`src/rtl/rf_write_arbiter.sv`:
```
// Register-file write-side owner: round-robin arbitration between the ALU (r0)
// and memory (r1) writeback requesters, plus a clear sequence that writes zero
// to every register. All write-path outputs are registered on posedge clk so
// they are stable when the register file samples them on negedge clk.
//
// Handshake: a requester holds valid/addr/data/be stable until it sees ready.
// ready is combinational and is only raised in IDLE when no init_start is
// present; a transfer is valid & ready, and its strobes appear on the write
// path in the following cycle for exactly one cycle.
module rf_write_arbiter #(
   parameter int DW   = 16,  // even: low and high byte lanes of DW/2 each
   parameter int AW   = 2,
   parameter int NREG = 4    // NREG <= 2**AW
) (
   input  logic          clk,
   input  logic          rst_n,
   input  logic          r0_valid,
   input  logic [AW-1:0] r0_addr,
   input  logic [DW-1:0] r0_data,
   input  logic [1:0]    r0_be,
   output logic          r0_ready,
   input  logic          r1_valid,
   input  logic [AW-1:0] r1_addr,
   input  logic [DW-1:0] r1_data,
   input  logic [1:0]    r1_be,
   output logic          r1_ready,
   input  logic          init_start,
   output logic          init_done,
   output logic          busy,
   output logic [DW-1:0] rf_data,
   output logic [AW-1:0] rf_addr,
   output logic          rf_wr_lo,
   output logic          rf_wr_hi
);

   typedef enum logic {IDLE, INIT} state_t;

   // The counter runs one past the last register: the extra INIT cycle is the
   // one in which the final strobe is visible on the write path.
   localparam int CW = $clog2(NREG + 1);
   localparam logic [CW-1:0] CNT_END = CW'(NREG);

   state_t        state, state_nx;
   logic [CW-1:0] cnt, cnt_nx;
   logic          last_grant;
   logic          grant0, grant1;
   logic          issue_init;
   logic          finish;

   // Combinational arbitration; grants are only possible in IDLE without a
   // simultaneous init_start. On contention, the requester not served last wins.
   always_comb begin
      grant0 = 1'b0;
      grant1 = 1'b0;
      if (state == IDLE && !init_start) begin
         if (r0_valid && r1_valid) begin
            grant0 = last_grant;
            grant1 = !last_grant;
         end else begin
            grant0 = r0_valid;
            grant1 = r1_valid;
         end
      end
   end

   assign r0_ready = grant0;
   assign r1_ready = grant1;
   assign busy     = (state == INIT);

   // Next-state logic for the clear sequence.
   always_comb begin
      state_nx   = state;
      cnt_nx     = cnt;
      issue_init = 1'b0;
      finish     = 1'b0;
      case (state)
         IDLE: begin
            if (init_start) begin
               state_nx = INIT;
               cnt_nx   = '0;
            end
         end
         INIT: begin
            if (cnt == CNT_END) begin
               state_nx = IDLE;
               cnt_nx   = '0;
               finish   = 1'b1;
            end else begin
               issue_init = 1'b1;
               cnt_nx     = cnt + 1'b1;
            end
         end
         default: state_nx = IDLE;
      endcase
   end

   // State, counter, round-robin pointer and the registered write path.
   always_ff @(posedge clk or negedge rst_n) begin
      if (!rst_n) begin
         state      <= IDLE;
         cnt        <= '0;
         last_grant <= 1'b1;
         init_done  <= 1'b0;
         rf_data    <= '0;
         rf_addr    <= '0;
         rf_wr_lo   <= 1'b0;
         rf_wr_hi   <= 1'b0;
      end else begin
         state     <= state_nx;
         cnt       <= cnt_nx;
         init_done <= finish;
         rf_wr_lo  <= 1'b0;
         rf_wr_hi  <= 1'b0;
         if (issue_init) begin
            rf_addr  <= AW'(cnt);
            rf_data  <= '0;
            rf_wr_lo <= 1'b1;
            rf_wr_hi <= 1'b1;
         end else if (grant0) begin
            rf_addr    <= r0_addr;
            rf_data    <= r0_data;
            rf_wr_lo   <= r0_be[0];
            rf_wr_hi   <= r0_be[1];
            last_grant <= 1'b0;
         end else if (grant1) begin
            rf_addr    <= r1_addr;
            rf_data    <= r1_data;
            rf_wr_lo   <= r1_be[0];
            rf_wr_hi   <= r1_be[1];
            last_grant <= 1'b1;
         end
      end
   end

endmodule

```
`config.mk`:
```
export PLATFORM = sky130hd
export DESIGN_NAME = rf_write_arbiter
export DESIGN_NICKNAME = d
export VERILOG_FILES = /design/src/rtl/rf_write_arbiter.sv
export SDC_FILE = /design/constraint.sdc
export NUM_CORES = 1
export LEC_CHECK = 0
export CORE_UTILIZATION = 40
export CTS_BUF_LIST = sky130_fd_sc_hd__clkbuf_4 sky130_fd_sc_hd__clkbuf_8 sky130_fd_sc_hd__clkbuf_16
export CTS_CLUSTER_SIZE = 14
export DETAILED_ROUTE_END_ITERATION = 7
export DONT_BUFFER_PORTS = 1
export PLACE_DENSITY = 0.57
export SETUP_SLACK_MARGIN = 0.05
export SYNTH_ARGS = -nofsm -noshare
export SYNTH_HDL_FRONTEND = slang
export SYNTH_SLANG_ARGS = --single-unit
```
`constraint.sdc`:
```
create_clock -name clk -period 4.26 [get_ports clk]
set_input_delay 0.426 -clock clk [delete_from_list [all_inputs] [get_ports clk]]
set_output_delay 0.426 -clock clk [all_outputs]
set_load 0.05 [all_outputs]
```
# Word-level counts from Yosys, hierarchy flattened
# Index checks and enable logic that the tools add are counted.
[op_classes] eq_ne=2 n_div=0 add_sub_neg=1 n_bitwise=2 multipliers=0 reduce_logical=7 magnitude_cmp=0 muxes=27 shift=0
[op_table] operator="two-way mux 16 bit" n=3
[op_table] operator="two-way mux 1 bit" n=17
[op_table] operator="two-way mux 2 bit" n=3
[op_table] operator="two-way mux 3 bit" n=2
[op_table] operator="case mux 3 bit (2 select lines)" n=1
[op_table] operator="adder 3 x 1 -> 3 bit (second input constant)" n=1
[op_table] operator="equality test 3 bit (second input constant)" n=1
[op_table] operator="nonzero test 3 bit" n=1
[op_table] operator="logical AND 1 bit" n=2
[op_table] operator="zero test 1 bit" n=2
[op_table] operator="!= test 2 bit (second input constant)" n=1
[op_table] operator="inverter 1 bit" n=2
[op_table] operator="case mux 1 bit (2 select lines)" n=1
[op_table] operator="AND reduction 2 bit" n=1
[op_table] operator="nonzero test 2 bit" n=1
[totals] n_memories=0 latch_bits=0 wordCells=47 reg_bits=26 romBits=0 input_bits=45 out_inout_bits=24 ramBits=0

# Logic depth before layout (Yosys ltp)
[logic_depth] word_depth=6 ltp_mapped=6 depth_no_buf=5

# Least setup slack after synthesis
# OpenSTA, ideal clock, no wires.
[synth_path] kind="register to output" start="register state (netlist: busy)" end="output port r0_ready" path_buffers=2 stages_incl_launch_ff=5 t_arrival_ns=1.452 setup_slack_ns=2.382 cell_sequence="dfrtp_1 -> or3b_1 -> nor2b_2 -> buf_6 -> buf_12"
[synth_via] elab_chain_len=3
[synth_rtl] item="from (decl)" line_no="43" rtl="state_t state, state_nx;"
[synth_rtl] item="from (signal assigned)" line_no="109" rtl="state <= state_nx;"
[synth_rtl] item="inverter 1 bit"
[synth_rtl] item="logical AND 1 bit" line_no="55" rtl="if (state == IDLE && !init_start) begin"
[synth_rtl] item="two-way mux 1 bit" line_no="55"
[synth_rtl] item="to (decl)" line_no="21" rtl="output logic r0_ready,"
# No other way between the ends.

# Worst setup path after layout
[layout_path] start="register state (netlist: busy)" end="output port r1_ready"
[layout_via] elab_chain_len=3
[layout_rtl] item="inverter 1 bit"
[layout_rtl] item="logical AND 1 bit" line_no="55"
[layout_rtl] item="two-way mux 1 bit" line_no="55"
[layout_rtl] item="to (decl)" line_no="26" rtl="output logic r1_ready,"
# No other way between the ends.

==> impl_metrics.ini <==
[clocking]
cts_buffers = 3
ctsResizeCount = 0
clk_latency_ns = 0.32
path_clk_slew_ns = 0.14
cts-root-buf = clkbuf_4
cts_max_path_buffers = 2
clock-sinks = 26
cts_tree = done
htreeDepth = 1

[detailed_routing]
drt-initial-drc-count = 41
drtPass1Iterations = 6
drcViolationCount = 7
wl_per_cell_um = 20.3
routed_via_density = 6.40
num_vias = 857
wl_mm = 2.72
ant_nets = 0

[timing]
post-route-min-period_ns = 2.94
tightest_slew_ns = 1.13
fin_crit_sh_pct = 69.1
clock_skew_ns = 0.00600
fin_ws_ns = 1.32
slew-limit-headroom_pct = 24.6
rsz0062_at_grt = false
setup_viol = 0
setup_tns_ns = 0
slew_violations = 0
finalHoldViolCount = 0
max_clock_freq_mhz = 340

[global_routing]
grt_pass1_wl_mm = 4.23
antenna_found_initial = 0
grt_max_degree = 27
busiest_layer = met2
groute.usage.overall_pct = 16.5
grt-ovfl-total = 0
use_met3_pct = 7.59
grt_pass1_vias = 897
grt_util_met1_pct = 21.1
gr-usage-met2_pct = 25.1

[power_and_ir_drop]
ir_drop_mv = 0.280
power.density_mw_per_mm2 = 712
power.leakage_uw = 0.000665

[finish]
area_delta_synth_final_pct = 5.31
drive_gt1_share_pct = 22.3
diodes = 0
nets = 151

[placement]
port_buffers = 0
dp_slack_ns = 1.62
gp_congestion = 0.761

[logic_synthesis]
ys_ff_latch = 26
synth_largest_area_cell = dfrtp_1
yosysSeqAreaShare_pct = 52.2
ys.flop_type = dfrtp_1
synth_area_leaders = dfrtp_1, and3_1, a221o_2, a221o_1, dfstp_2
syn-num-nets = 148
synthDominantCellAreaShare_pct = 50.1
synth_edf_count = 0
synth.distinct_cells = 29
netlist_instances = 101
ys_top_cells_by_count = dfrtp_1, and3_1, a221o_1, a221o_2, inv_1
netlist_area_mm2 = 0.00125
yosysWarnings = 0
avgSynthCellArea_um2 = 12.4
async_reset_ff_share_pct = 100
synth.most_common_cell = dfrtp_1

[job]
cap_violations = 0

[floorplanning]
io_pins = 69
die_area_mm2 = 0.00335
row_count = 19
die_h_um = 57.9
fp.dieW_um = 57.9
start_util_pct = 43.8
core_area_mm2 = 0.00285

[critical_path]
critPathRequiredTime_ns = 3.83
crit_arrival_ns = 2.52
critPathCaptureType = primary output
path_class = flip-flop to primary output
critPathLaunchType = flip-flop
critPathMaxFanout = 22

[outcome]
violations = DRC
status = finished, violations left

[min_path]
hp-class = input port to flip-flop
final timing paths:
check                      slack (ns)                       to              startpoint  cells past startpoint
setup / recovery                 1.32                 r1_ready          busy$_DFF_PN0_                      2
hold / removal                   0.18       cnt[1]$_DFFE_PN0P_              init_start                      1
setup reg to reg                 1.69   rf_data[5]$_DFFE_PN0P_          busy$_DFF_PN0_                      3
hold reg to reg                  0.52   last_grant$_DFFE_PN1P_  last_grant$_DFFE_PN1P_                      2
max in group asynchronous        3.51   last_grant$_DFFE_PN1P_                   rst_n                      2
min in group asynchronous        0.52  rf_data[14]$_DFFE_PN0P_                   rst_n                      2
sequential cells by signal (all words and copies together), names as in the netlist:
name and flops:
last_grant 1, cnt 3, rf_data 16, init_done 1, rf_addr 2, rf_wr_hi 1
rf_wr_lo 1, busy 1
critical path, cell delays in order (launching register included):
cell and delay, ns:
dfrtp_1 0.64, nor2_1 0.96, and2_1 0.60
layout by cell type, fill, tap and decap left out, types with 2 or more instances in the layout:
cell type	n
o21ai_0	2
mux2i_1	2
nand2b_1	2
and3_1	17
a221o_2	9
inv_1	4
clkbuf_4	3
a21oi_1	3
buf_4	2
a221o_1	9
and2_1	2
nor2_1	2
ha_1	2
dfrtp_1	25
nand2_1	3
report_power, final:
part           leakage, uW  internal, uW  total [uW]  switching [uW]
combinational     0.000308           120         269             149
clock            0.0000210          52.2         126            73.6
sequential        0.000336           315         542             227
layer usage:
layer | part of all wire, % | wire length, um
met3 | 12 | 316
met2 | 47 | 1290
met5 | 0 | 0
met4 | 0.59 | 16
met1 | 40 | 1100
metrics by stage:
step,util (%),instances,total power [uW],hold WS (ns),cell area (um^2)
after floorplan,-,101,767,0.130,1250
after global placement,43.8,128,803,0.131,1250
after detailed placement,43.8,128,814,0.131,1250
after CTS,46.1,134,948,0.181,1320
after global routing,46.1,134,990,0.166,1320
final,46.1,134,936,0.184,1320
cell type report:
| cell class | instances | area, um^2 |
|---|---|---|
| fill | 277 | 1540 |
| clock buffer | 4 | 36.3 |
| multi-input combinational | 65 | 528 |
| timing repair buffer | 4 | 45.0 |
| tap | 31 | 38.8 |
| sequential | 26 | 652 |
| inverter | 4 | 15.0 |
timing repair:
action,in CTS,in global routing
hold buffers,2,0
hold endpoints to repair,26,0
setup buffers,0,0
cells by family (layout without fill, tap and decap cells):
family                   Yosys count  in the layout  synth area share (%)
AO/OA/AOI/OAI                     31             31                  23.8
adder cells (fa/ha/maj)            2              2                  2.00
AND/OR/NAND/NOR                   29             29                  13.9
flip-flops                        26             26                  52.2
multiplexers                       3              3                  2.51
buffers and inverters             10             12                  5.51
No activity file was read; power rests on OpenSTA's default activity.
